<file path="config.mk">
export PLATFORM = sky130hd
export DESIGN_NAME = timer_ctrl_flat
export DESIGN_NICKNAME = d
export VERILOG_FILES = /design/src/rtl/timer_pkg.sv /design/src/rtl/timer_ctrl_if.sv /design/src/rtl/counter_nbit.sv /design/src/rtl/timer_ctrl.sv /design/src/flat_wrapper.sv
export SDC_FILE = /design/constraint.sdc
export NUM_CORES = 1
export LEC_CHECK = 0
export BUFFER_PORTS_ARGS = -buffer_cell sky130_fd_sc_hd__buf_2
export CORE_UTILIZATION = 59
export DETAILED_ROUTE_END_ITERATION = 10
export GPL_TIMING_DRIVEN = 0
export HOLD_SLACK_MARGIN = 0.12
export PLACE_DENSITY = 0.88
export SLEW_MARGIN = 10
export SYNTH_ARGS = -nofsm -noshare
export SYNTH_HDL_FRONTEND = slang
export SYNTH_SLANG_ARGS = --single-unit
</file>
<file path="constraint.sdc">
create_clock -name clock -period 3.8 [get_ports clock]
set_input_delay 0.38 -clock clock [delete_from_list [all_inputs] [get_ports clock]]
set_output_delay 0.38 -clock clock [all_outputs]
set_load 0.005 [all_outputs]
</file>
<file path="src/rtl/timer_pkg.sv">
// timer_pkg: shared state encoding and default count width for the timer block
package timer_pkg;
    localparam int TIMER_W = 8;
    typedef enum logic [2:0] {
        IDLE  = 3'd0,
        LOAD  = 3'd1,
        RUN   = 3'd2,
        PAUSE = 3'd3,
        DONE  = 3'd4
    } state_t;
endpackage

</file>
<file path="src/rtl/timer_ctrl_if.sv">
// timer_ctrl_if: command inputs and status outputs of the timer controller
interface timer_ctrl_if import timer_pkg::*; #(parameter int N = TIMER_W);
    logic         start;
    logic         stop;
    logic         clear;
    logic         tick;
    logic         mode;
    logic [N-1:0] preset;
    logic [N-1:0] count;
    logic         running;
    logic         done;
    logic [2:0]   state;
    modport master(output start, stop, clear, tick, mode, preset, input count, running, done, state);
    modport slave(input start, stop, clear, tick, mode, preset, output count, running, done, state);
endinterface

</file>
<file path="src/rtl/counter_nbit.sv">
// counter_nbit: loadable up/down counter with synchronous reset and count enable
module counter_nbit import timer_pkg::*; #(parameter int N = TIMER_W) (
    input  logic         clock,
    input  logic         reset,
    input  logic         load,
    input  logic [N-1:0] load_value,
    input  logic         dec,
    input  logic         enable,
    output logic [N-1:0] count
);
    logic [N-1:0] count_q, count_d;
    always_comb begin
        count_d = load ? load_value : enable ? (dec ? count_q - 1'b1 : count_q + 1'b1) : count_q;
    end
    always_ff @(posedge clock) begin
        if (reset) count_q <= '0;
        else count_q <= count_d;
    end
    assign count = count_q;
endmodule

</file>
<file path="src/rtl/timer_ctrl.sv">
// timer_ctrl: start/stop/clear timer FSM driving an up/down counter to a terminal value
module timer_ctrl import timer_pkg::*; #(parameter int N = TIMER_W) (
    input logic         clock,
    input logic         reset,
    timer_ctrl_if.slave bus
);
    state_t       state_q, state_d;
    logic         mode_q, mode_d;
    logic [N-1:0] preset_q, preset_d;
    logic         done_q, done_d;
    logic [N-1:0] count;
    logic         go;
    logic         term_tick;
    always_comb begin
        go        = bus.start && !bus.stop;
        term_tick = bus.tick && (mode_q ? count == N'(1) : count == preset_q - N'(1));
        state_d   = state_q;
        if (bus.clear) state_d = IDLE;
        else case (state_q)
            IDLE, DONE: state_d = go ? LOAD : state_q;
            LOAD:       state_d = bus.preset == '0 ? DONE : RUN;
            RUN:        state_d = bus.stop ? PAUSE : term_tick ? DONE : RUN;
            PAUSE:      state_d = go ? RUN : PAUSE;
            default:    state_d = IDLE;
        endcase
        mode_d   = state_q == LOAD ? bus.mode : mode_q;
        preset_d = state_q == LOAD ? bus.preset : preset_q;
        done_d   = state_d == DONE && state_q != DONE;
    end
    always_ff @(posedge clock) begin
        if (reset) begin
            state_q  <= IDLE;
            mode_q   <= 1'b0;
            preset_q <= '0;
            done_q   <= 1'b0;
        end else begin
            state_q  <= state_d;
            mode_q   <= mode_d;
            preset_q <= preset_d;
            done_q   <= done_d;
        end
    end
    counter_nbit #(.N(N)) u_cnt (
        .clock      (clock),
        .reset      (reset || bus.clear),
        .load       (state_q == LOAD),
        .load_value (bus.mode ? bus.preset : '0),
        .dec        (mode_q),
        .enable     (state_q == RUN && bus.tick && !bus.stop && !bus.clear),
        .count      (count)
    );
    assign bus.count   = count;
    assign bus.running = state_q == RUN;
    assign bus.done    = done_q;
    assign bus.state   = state_q;
endmodule

</file>
<file path="src/flat_wrapper.sv">
// flat-port wrapper written by rule: the top's interface ports become plain ports
module timer_ctrl_flat import timer_pkg::*;
#(parameter int N = TIMER_W)
  (clock, reset, bus_start, bus_stop, bus_clear, bus_tick, bus_mode, bus_preset, bus_count, bus_running, bus_done, bus_state);
  timer_ctrl_if #(.N(N)) bus_i ();
  input logic clock;
  input logic reset;
  input wire logic [$bits(bus_i.start)-1:0] bus_start;
  input wire logic [$bits(bus_i.stop)-1:0] bus_stop;
  input wire logic [$bits(bus_i.clear)-1:0] bus_clear;
  input wire logic [$bits(bus_i.tick)-1:0] bus_tick;
  input wire logic [$bits(bus_i.mode)-1:0] bus_mode;
  input wire logic [$bits(bus_i.preset)-1:0] bus_preset;
  output wire logic [$bits(bus_i.count)-1:0] bus_count;
  output wire logic [$bits(bus_i.running)-1:0] bus_running;
  output wire logic [$bits(bus_i.done)-1:0] bus_done;
  output wire logic [$bits(bus_i.state)-1:0] bus_state;
  assign bus_i.start = bus_start;
  assign bus_i.stop = bus_stop;
  assign bus_i.clear = bus_clear;
  assign bus_i.tick = bus_tick;
  assign bus_i.mode = bus_mode;
  assign bus_i.preset = bus_preset;
  assign bus_count = bus_i.count;
  assign bus_running = bus_i.running;
  assign bus_done = bus_i.done;
  assign bus_state = bus_i.state;
  timer_ctrl #(.N(N)) u_core (.clock(clock), .reset(reset), .bus(bus_i));
endmodule
</file>
==> metrics.txt <==
outcome complete, no violations; clock slew at reported path FFs 0.13 ns; post-synthesis compound-gate area fraction 23.6%; Reg area 420 um^2; diodes inserted 0; cells along the critical path buf_2 > inv_1 > ha_1 > buf_2 > o21bai_1 > a211oi_1 > o21ai_0 > a211oi_2 > o211ai_2 > a221oi_2; Cell Area, Synth 0.00144 mm^2; Pleak 0.662 nW; initial DRC count 57; gr busiest metal met2; Crit Path Max Fanout 8; largest family of logic cells by synthesized area simple AND/OR/NAND/NOR gates; syn nets 205; met3 Use GR 4.17%; CTS root buffer clkbuf_4; #FFs+latches synth 21; most frequent cells in the layout buf_2, nand2_1, a21oi_1, dfxtp_1, nor2_1; final hold vios 0; WL/cell 14.4 um; post_cts resized 0; FFs w/ async S/R, synth 0%; GR Util met1 32.9%; YS warnings 0; Die Y 51.5 um; cell repeated most along the worst path buf_2; number of global-route vias before repair 1222; Yosys top cell area share 29.1%; flop2flop setup slack 1.43 ns; Synth area leader dfxtp_1; Worst slew margin 59.1%; VDD IR max 0.181 mV; max-slew violation count 0; period utilisation layout 62.4%; P&R area growth vs syn 13.0%; Hold WS 0.317 ns; Site Rows 17; total of max-cap violations 0; initial core utilization 64.0%; multi-input combinational cell area 933 um^2; post-synth cell types 45; I/O Buffers 25; Total GRT Usage 28.3%; Seq/Total Area, Yosys 29.1%; Layout Cells excl Fill 243; Setup-failing EPs final 0; Worst EP required 4.04 ns; Die X 51.5 um; final RePlAce weighted congestion 0.823; via count 1434; layout cells sized above 1 20.5%; Antenna Nets Post-Route 0; Crit Path Category register to register; Core Footprint 0.00225 mm^2; hpwl dp 2760 um; global-route wire length before repair 5440 um; HP Class input pin to register; Fmax 0.422 GHz; Synth Area in Adders 3.47%; Final #Nets 235; Crit-path slowest cell a211oi_2; Critical Path AT 2.61 ns; Detailed Route WL 3500 um; PD cells 243 mW/mm^2; xor/xnor share of the synthesized area 9.11%; Core Util, Final 72.3%; setup_tns 0 ns; crit end category register; Mapped Cells 186; DRT Pass-1 Iters 4; placed cells 239; cts hold-fix bufs 0; CTS tree done; top_reg_cell synth dfxtp_1; RSZ-0062 raised after global routing false; Sink Count 21; Worst Setup Start Kind register; DP Area 0.00160 mm^2; Worst path max stage delay 0.36 ns; DR DRC count 0; mux share of post-synthesis cell area 0%; Skew-Pair Late Insertion Delay 0.32 ns; CTS Buffer Depth 2; simple-gate share of the synthesized area 28.5%; GR Overflow Total 0; num ports 28; hold depth 3; number of flops mapped to enable cells by yosys 0; r2r worst-path depth 10; met2 Use GR 49.8%; Post-CTS Setup Inserts 0; slew at the pin closest to its max-slew limit 0.611 ns; fill cell count 200; initial antenna violation count 0; vias per inst 5.90; largest net degree at the start of global routing 13; CTS Buf Count 3; Clock Skew 0.00742 ns; top cells by area, synth dfxtp_1, a21oi_1, nand2_1, xnor2_1, xor2_1; fin area 0.00163 mm^2; most common cell after layout, fill and taps aside buf_2; syn avg cell area 7.76 um^2; Final Critical Period 2.37 ns; CTS HTree Levels 1; DIE AREA 0.00265 mm^2
-- path summary, 6_finish.rpt --
kind / startpoint / endpoint
setup / recovery: u_core.preset_q[0] / u_core.bus.done
hold / removal: bus_preset[2] / u_core.preset_q[2]
setup reg to reg: u_core.preset_q[0] / u_core.bus.done
hold reg to reg: u_core.preset_q[7] / u_core.preset_q[7]
-- power by group --
part | internal [W] | switching [W]
Clock | 0.0000394 | 0.0000738
Combinational | 0.0000231 | 0.0000300
Sequential | 0.000224 | 0.00000561
-- cells in the mapped netlist (all sizes together), types with 3 or more instances --
master	count
nand2	28
nor4	6
o211ai	4
inv	6
xnor2	8
nand2b	7
nor3	5
ha	4
o21ai	8
a21oi	21
xor2	7
dfxtp	21
nor2	9
buf	8
clkbuf	5
a211oi	9
or3	3
-- per-layer routing --
layer	share of wire [%]	up-vias	routed length (um)
met5	0	-	0
met3	5.2	8	181
met4	2.4	0	84
li1	-	719	-
met2	51	51	1790
met1	41	656	1450
-- cell type report --
type | count | area share (%)
Inverter | 6 | 1.38
Clock buffer | 3 | 1.38
Sequential cell | 21 | 25.8
Multi-Input combinational cell | 146 | 57.3
Tap cell | 28 | 2.15
Buffer | 13 | 4.07
Timing Repair Buffer | 25 | 7.67
Clock inverter | 1 | 0.307
-- state kept, by name, indices dropped and copies added (netlist names) --
name                flops
u_core.preset_q         8
u_core.u_cnt.count      8
u_core.bus.state        3
u_core.bus.done         1
u_core.mode_q           1
-- cells by family after synthesis --
logic type	Yosys count
compound gates	52
xor+xnor	15
fa+ha+maj	4
buf+inv	19
flops	21
simple gates	75
-- critical path: cells and delay by family, from the launching register on --
family / cells / cell delay (ns)
adders and majority gates: 1 / 0.18
buffers and inverters: 3 / 0.40
AOI/OAI and AO/OA: 6 / 1.39
DFF: 1 / 0.33
-- per-stage QoR --
step | total power (W) | worst slack, ns
finish | 0.000396 | 1.43
global route | 0.000407 | 1.33
CTS | 0.000394 | 1.46
detailed placement | 0.000287 | 1.50
global placement | 0.000284 | 1.63
floorplan | 0.000268 | 1.83
No activity file was read; power rests on OpenSTA's default activity.
